$ cat src/rtl/register_dump_unit.sv
// rtl/register_dump_unit.sv - streams NUM_REGS register-file words to a byte transmitter, MSB first
module register_dump_unit #(
    parameter int NUM_REGS = 32
) (
    input  logic        clk,
    input  logic        reset,
    input  logic        dump_start,
    output logic [4:0]  read_register,
    input  logic [31:0] read_data,
    output logic [7:0]  tx_data,
    output logic        tx_start,
    input  logic        tx_done,
    output logic        busy,
    output logic        dump_done
);

    localparam logic [4:0] LAST_REG = 5'(NUM_REGS - 1);

    typedef enum logic [2:0] {
        IDLE,
        READ,
        SEND,
        WAIT_TX,
        DONE
    } state_t;

    state_t      state;
    state_t      state_next;
    logic [31:0] shift_reg;
    logic [1:0]  byte_idx;

    always_ff @(posedge clk) begin
        if (reset) begin
            state <= IDLE;
        end else begin
            state <= state_next;
        end
    end

    always_comb begin
        state_next = state;
        case (state)
            IDLE:    if (dump_start) state_next = READ;
            READ:    state_next = SEND;
            SEND:    state_next = WAIT_TX;
            WAIT_TX: begin
                if (tx_done) begin
                    if (byte_idx != 2'd3) begin
                        state_next = SEND;
                    end else if (read_register == LAST_REG) begin
                        state_next = DONE;
                    end else begin
                        state_next = READ;
                    end
                end
            end
            DONE:    state_next = IDLE;
            default: state_next = IDLE;
        endcase
    end

    // The word is latched once per register, so read_data may change freely afterwards.
    always_ff @(posedge clk) begin
        if (reset) begin
            read_register <= 5'd0;
            shift_reg     <= 32'd0;
            byte_idx      <= 2'd0;
        end else begin
            case (state)
                IDLE: begin
                    read_register <= 5'd0;
                end
                READ: begin
                    shift_reg <= read_data;
                    byte_idx  <= 2'd0;
                end
                WAIT_TX: begin
                    if (tx_done) begin
                        if (byte_idx != 2'd3) begin
                            shift_reg <= {shift_reg[23:0], 8'h00};
                            byte_idx  <= byte_idx + 2'd1;
                        end else if (read_register != LAST_REG) begin
                            read_register <= read_register + 5'd1;
                        end
                    end
                end
                DONE: begin
                    read_register <= 5'd0;
                    shift_reg     <= 32'd0;
                    byte_idx      <= 2'd0;
                end
                default: begin
                    read_register <= read_register;
                end
            endcase
        end
    end

    assign tx_data   = shift_reg[31:24];
    assign tx_start  = (state == SEND);
    assign busy      = (state == READ) || (state == SEND) || (state == WAIT_TX);
    assign dump_done = (state == DONE);

endmodule

$ cat config.mk
export PLATFORM = sky130hd
export DESIGN_NAME = register_dump_unit
export DESIGN_NICKNAME = d
export VERILOG_FILES = /design/src/rtl/register_dump_unit.sv
export SDC_FILE = /design/constraint.sdc
export NUM_CORES = 1
export LEC_CHECK = 0
export ABC_AREA = 1
export CAP_MARGIN = 20
export CORE_ASPECT_RATIO = 1.25
export CORE_MARGIN = 2
export CORE_UTILIZATION = 30
export DETAILED_ROUTE_END_ITERATION = 7
export GPL_TIMING_DRIVEN = 0
export HOLD_SLACK_MARGIN = 0.02
export SLEW_MARGIN = 20
export SYNTH_ARGS = -nofsm -noshare
export SYNTH_HDL_FRONTEND = slang
export SYNTH_SLANG_ARGS = --single-unit
export TNS_END_PERCENT = 100
$ cat constraint.sdc
create_clock -name clk -period 3.8 [get_ports clk]
set_input_delay 0.76 -clock clk [delete_from_list [all_inputs] [get_ports clk]]
set_output_delay 0.76 -clock clk [all_outputs]
set_load 0.01 [all_outputs]
==> results of run 1 <==
[stage by stage]
stage / cells / hold WS [ns] / worst slack (ns) / total power [uW]
6_report: 518 / 0.4873 / 0.8954 / 1370
2_1_floorplan: 364 / 0.4554 / 1.945 / 858.1
3_3_place_gp: 510 / 0.4667 / 1.241 / 1010
5_1_grt: 518 / 0.5089 / 0.7433 / 1470
4_1_cts: 518 / 0.4894 / 0.8934 / 1377
3_5_place_dp: 510 / 0.4768 / 1.236 / 1016
[metal layers]
layer	track usage, %	share of wire, %
met2	27.48	49
met4	5.801	1.6
met3	2.882	4.4
met1	19.43	45
met5	0	0
[area by class of cell]
cell class                 count  area, um^2
inverter                      24       90.09
tap                           95       118.9
multi-input combinational    267        1216
buffer                        31       196.4
clock inverter                 2       37.54
timing repair buffer          51       510.5
clock buffer                   6       72.57
sequential                    42       840.8
fill                         840        4619
[worst reg2reg max path: stages (launching register included)]
cell,delay [ns]
dfxtp_1,0.41
ha_1,0.19
nand2_1,0.07
nor2_1,0.12
ha_1,0.19
inv_1,0.05
nand2_1,0.07
nand2_1,0.15
nand2_1,0.19
nand2_1,0.06
nand2_1,0.06
nor2_1,0.04
[path summary, 6_finish.rpt]
kind | from | endpoint | slack (ns) | cells after the start
setup / recovery | state[0] | dump_done | 0.90 | 6
hold / removal | shift_reg[10] | shift_reg[10] | 0.49 | 2
setup reg to reg | read_register[0] | read_register[3] | 2.12 | 11
hold reg to reg | shift_reg[10] | shift_reg[10] | 0.49 | 2
[cell usage in the layout, fill, tap and decap left out, types with 3 or more instances in the layout]
master | synthesis | final
ha_1 | 3 | 3
nor3_1 | 3 | 3
dfxtp_1 | 42 | 42
nand2_2 | 3 | 3
clkdlybuf4s50_1 | 0 | 51
clkbuf_8 | 0 | 5
a21oi_1 | 12 | 12
clkbuf_1 | 6 | 7
nand3_1 | 54 | 54
o21ai_0 | 5 | 5
inv_1 | 23 | 23
nor2_1 | 60 | 60
nand3b_1 | 17 | 17
o21ai_1 | 4 | 4
buf_6 | 3 | 3
buf_4 | 12 | 12
buf_2 | 10 | 10
nand2_1 | 102 | 102
[synthesized netlist by cell type (all sizes together)]
cell    instances
nor2           61
nor3            3
o21ai           9
nand2         106
nand3          55
nand3b         17
a21oi          12
clkbuf          6
inv            24
buf            25
nand4           1
ha              3
dfxtp          42
[power by group]
| part | switching (uW) | leakage, uW | internal (uW) |
|---|---|---|---|
| registers | 31.4 | 0.000345 | 510 |
| logic | 246 | 0.00102 | 220 |
| clock network | 166 | 0.0000514 | 196 |
| total | 443 | 0.00142 | 926 |
[cell families after synthesis]
logic type               count (synthesis)  synth area share [%]
AND/OR/NAND/NOR                        243                 45.81
buffers and inverters                   55                 12.23
flip-flops                              42                 35.88
AO/OA/AOI/OAI                           21                 4.485
adder cells (fa/ha/maj)                  3                 1.602
==> flow_metrics.tcl, run 1 <==
set metrics [dict create \
    status "finished clean" \
    synth_top_area_share_pct 35.88 \
    cts_tree "done" \
    grt_max_degree 14 \
    die_h_um 102.8 \
    critPathKind "flip-flop to output pin" \
    synth_cell_types 21 \
    post_dp_cell_area_mm2 0.002973 \
    drtAntennaViolNets 0 \
    cts_resized 0 \
    max_freq_mhz 344.3 \
    synth_area_leader_cell "dfxtp_1" \
    fin_nets 461 \
    vias_per_cell 4.697 \
    core_area_mm2 0.007702 \
    finClkSkew_ns 0.007701 \
    num_rows 36 \
    yosysWarnings 0 \
    synth_seq_cells 42 \
    vdd_drop_max_mv 0.1677 \
    cts_root_buffer "clkbuf_8" \
    rsz0062_at_grt "no" \
    setup_viol 0 \
    setup_tns_ns 0 \
    synth.cell_area_mm2 0.002343 \
    postSynthAreaPerCell_um2 6.438 \
    path_clk_slew_ns 0.08 \
    hp-class "flip-flop to flip-flop" \
    grt_pass1_wl_um 10670 \
    largest_reg_flops 32 \
    cp_max_fo 10 \
    drive_gt1_share_pct 9.220 \
    crit_chain "buf_6, nor2_1, nand2_2, buf_4, inv_1, clkdlybuf4s50_1" \
    maxSlewViolCount 0 \
    cp.required_ns 3.04 \
    cp_num_buf_inv 4 \
    ys_seq_area_share_pct 35.88 \
    die_w_um 83.05 \
    insertion_delay_ns 0.30 \
    clock_path_buffers 2 \
    min_period_ns 2.905 \
    finalHoldViolCount 0 \
    post-route-cell-area_mm2 0.003083 \
    tightest_slew_ns 0.6326 \
    power.leakage_uw 0.001417 \
    relSlewSlack_pct 57.82 \
    diodes 0 \
    cts_hold_buf 0 \
    cap_violations 0 \
    synthToLayoutAreaGrowth_pct 31.55 \
    antenna_found_initial 0 \
    grt_pass1_vias 2253 \
    grt.total_usage_pct 15.70 \
    syn_nets 403 \
    synthCells 364 \
    endpoint_kind "output pin" \
    finalCritPeriodShare_pct 76.44 \
    io_pins 52 \
    wl_um 6383 \
    cp_slowest_cell "clkdlybuf4s50_1" \
    pwr_density_cell_mw_per_mm2 444.3 \
    gp_congestion 0.8171 \
    cts_sinks 42 \
    postCtsSetupRepairBufs 0 \
    synth_area_leaders "dfxtp_1, nand2_1, nand3_1" \
    portBuffers 51 \
    cp.arrival_ns 2.14 \
    die_area_mm2 0.008539 \
    wl_per_cell_um 12.32 \
    fin_util_pct 40.03 \
    critPathMaxStageDelay_ns 0.53 \
    htree_levels 2 \
    gr-total-overflow 0 \
    vias 2433 \
    startpoint_type "flip-flop" \
    post-route-drc-count 0 \
    start_util_pct 30.43 \
    numCtsBuffers 5 \
    drtIter0Drc 135 \
    firstDrtPassIters 4 \
    crit_family "buffers and inverters" \
    dp_hpwl_um 4650 \
]
Note: power is estimated with default switching activity, not from simulation.
==> run 2, diff against run 1 <==
Clock period 3.8 ns to 2.8 ns, I/O delays scaled along.
==> run 2 against run 1 <==
Net effect: routed wire length about the same; cell count unchanged; sequential share of layout area is essentially flat; core utilization is essentially flat; first-iteration DRC count unchanged; via count unchanged; non-clock buffer count stayed put; cell area about the same; largest cell class unchanged.
==> flow_metrics.tcl, run 2 (same netlist as run 1, synthesis figures left out) <==
set metrics [dict create \
    vias 2433 \
    largest_reg_flops 32 \
    relSlewSlack_pct 57.83 \
    min_period_ns 2.542 \
    firstDrtPassIters 4 \
    die_area_mm2 0.008539 \
    cts_root_buffer "clkbuf_8" \
    startpoint_type "flip-flop" \
    grt_max_degree 14 \
    drive_gt1_share_pct 9.456 \
    htree_levels 2 \
    finalHoldViolCount 0 \
    maxSlewViolCount 0 \
    status "finished clean" \
    power.leakage_uw 0.001418 \
    cp_max_fo 10 \
    switching_share_pct 32.39 \
    wl_per_cell_um 12.33 \
    vias_per_cell 4.697 \
    whs_ns 0.4873 \
    cts_tree "done" \
    switchingPower_uw 602.6 \
    pwr-share-comb_pct 34.1 \
    drtAntennaViolNets 0 \
    critPathKind "flip-flop to output pin" \
    p_seq_share_pct 39.5 \
    pwr_density_cell_mw_per_mm2 603.0 \
    cts_hold_buf 0 \
    start_util_pct 30.43 \
    grt_pass1_vias 2253 \
    finalCritPeriodShare_pct 90.79 \
    cp.required_ns 2.24 \
    nFillCells 841 \
    critPathMaxStageDelay_ns 0.53 \
    post-route-drc-count 0 \
    numCtsBuffers 5 \
    cp_slowest_cell "clkdlybuf4s50_1" \
    setup_viol 0 \
    insertion_delay_ns 0.30 \
    fin_util_pct 40.06 \
    portBuffers 51 \
    dp_hpwl_um 4650 \
    die_h_um 102.8 \
    vdd_drop_max_mv 0.2276 \
    internal-power_uw 1258 \
    die_w_um 83.05 \
    max_freq_mhz 393.4 \
    drtIter0Drc 135 \
    hp-class "flip-flop to flip-flop" \
    core_area_mm2 0.007702 \
    cp.arrival_ns 1.98 \
    cts_sinks 42 \
    mostFrequentLayoutCells "nand2_1, nor2_1, nand3_1" \
    endpoint_kind "output pin" \
    num_rows 36 \
    gp_congestion 0.8171 \
    path_clk_slew_ns 0.08 \
    clock_path_buffers 2 \
    p_total_uw 1861 \
    diodes 0 \
    gr-total-overflow 0 \
    cap_violations 0 \
    grt.total_usage_pct 15.70 \
    final_common_cell "nand2_1" \
    setup_tns_ns 0 \
    rsz0062_at_grt "no" \
    synthToLayoutAreaGrowth_pct 31.66 \
    pwr-share-clk_pct 26.4 \
    tightest_slew_ns 0.6326 \
    finClkSkew_ns 0.007701 \
    grt_pass1_wl_um 10670 \
    antenna_found_initial 0 \
    wl_um 6385 \
    crit_chain "buf_6, nor2_2, nand2_2, buf_4, inv_1, clkdlybuf4s50_1" \
    fin_nets 461 \
    io_pins 52 \
]
## run 2: cell counts in the layout (fill, tap and decap cells not counted)
Identical to the previous run, type by type.
## run 2: final timing paths
| kind | startpoint | end | slack (ns) | cells after the start |
|---|---|---|---|---|
| worst min-delay path | shift_reg[10] | shift_reg[10] | 0.49 | 2 |
| worst max-delay path | state[0] | dump_done | 0.26 | 6 |
| worst min register to register | shift_reg[10] | shift_reg[10] | 0.49 | 2 |
| worst max register to register | read_register[0] | read_register[3] | 1.12 | 11 |
## run 2: critical path, delay by kind of cell, from the launching register on
kind                   cells  cell delay (ns)
DFF                        1             0.31
and+or+nand+nor            2             0.46
buffers and inverters      4             0.92
## run 2: power groups by stage
stage               sequential (uW)  combinational (uW)  clock [uW]
floorplan                       741                 424           0
global placement                746                 624           0
detailed placement              748                 630           0
CTS                             735                 634         500
global route                    747                 723         527
finish                          735                 634         491
## run 2: stage by stage
| stage | setup slack, ns | instances | area, um^2 |
|---|---|---|---|
| 2_1_floorplan | 1.145 | 364 | 2344 |
| 3_3_place_gp | 0.4410 | 510 | 2973 |
| 3_5_place_dp | 0.4359 | 510 | 2973 |
| 4_1_cts | 0.09335 | 518 | 3083 |
| 5_1_grt | 0.1376 | 518 | 3085 |
| 6_report | 0.2580 | 518 | 3085 |
## run 2: cell type report
type / instances / area (um^2) / share of cell area [%]
clock buffer: 6 / 72.57 / 2.352
clock inverter: 2 / 37.54 / 1.217
tap: 95 / 118.9 / 3.852
buffer: 31 / 196.4 / 6.367
inverter: 24 / 90.09 / 2.920
sequential: 42 / 840.8 / 27.25
multi-input combinational: 267 / 1219 / 39.50
timing repair buffer: 51 / 510.5 / 16.55
## run 2: routing by layer
metal / global-route usage, % / share of wire, %
met3: 2.882 / 4.4
met4: 5.801 / 1.6
met2: 27.48 / 49
met5: 0 / 0
met1: 19.43 / 45
## run 2: what timing repair did
item	in CTS	in global routing
resized for setup	0	1
endpoints found under the setup margin	0	1
setup buffers	0	0
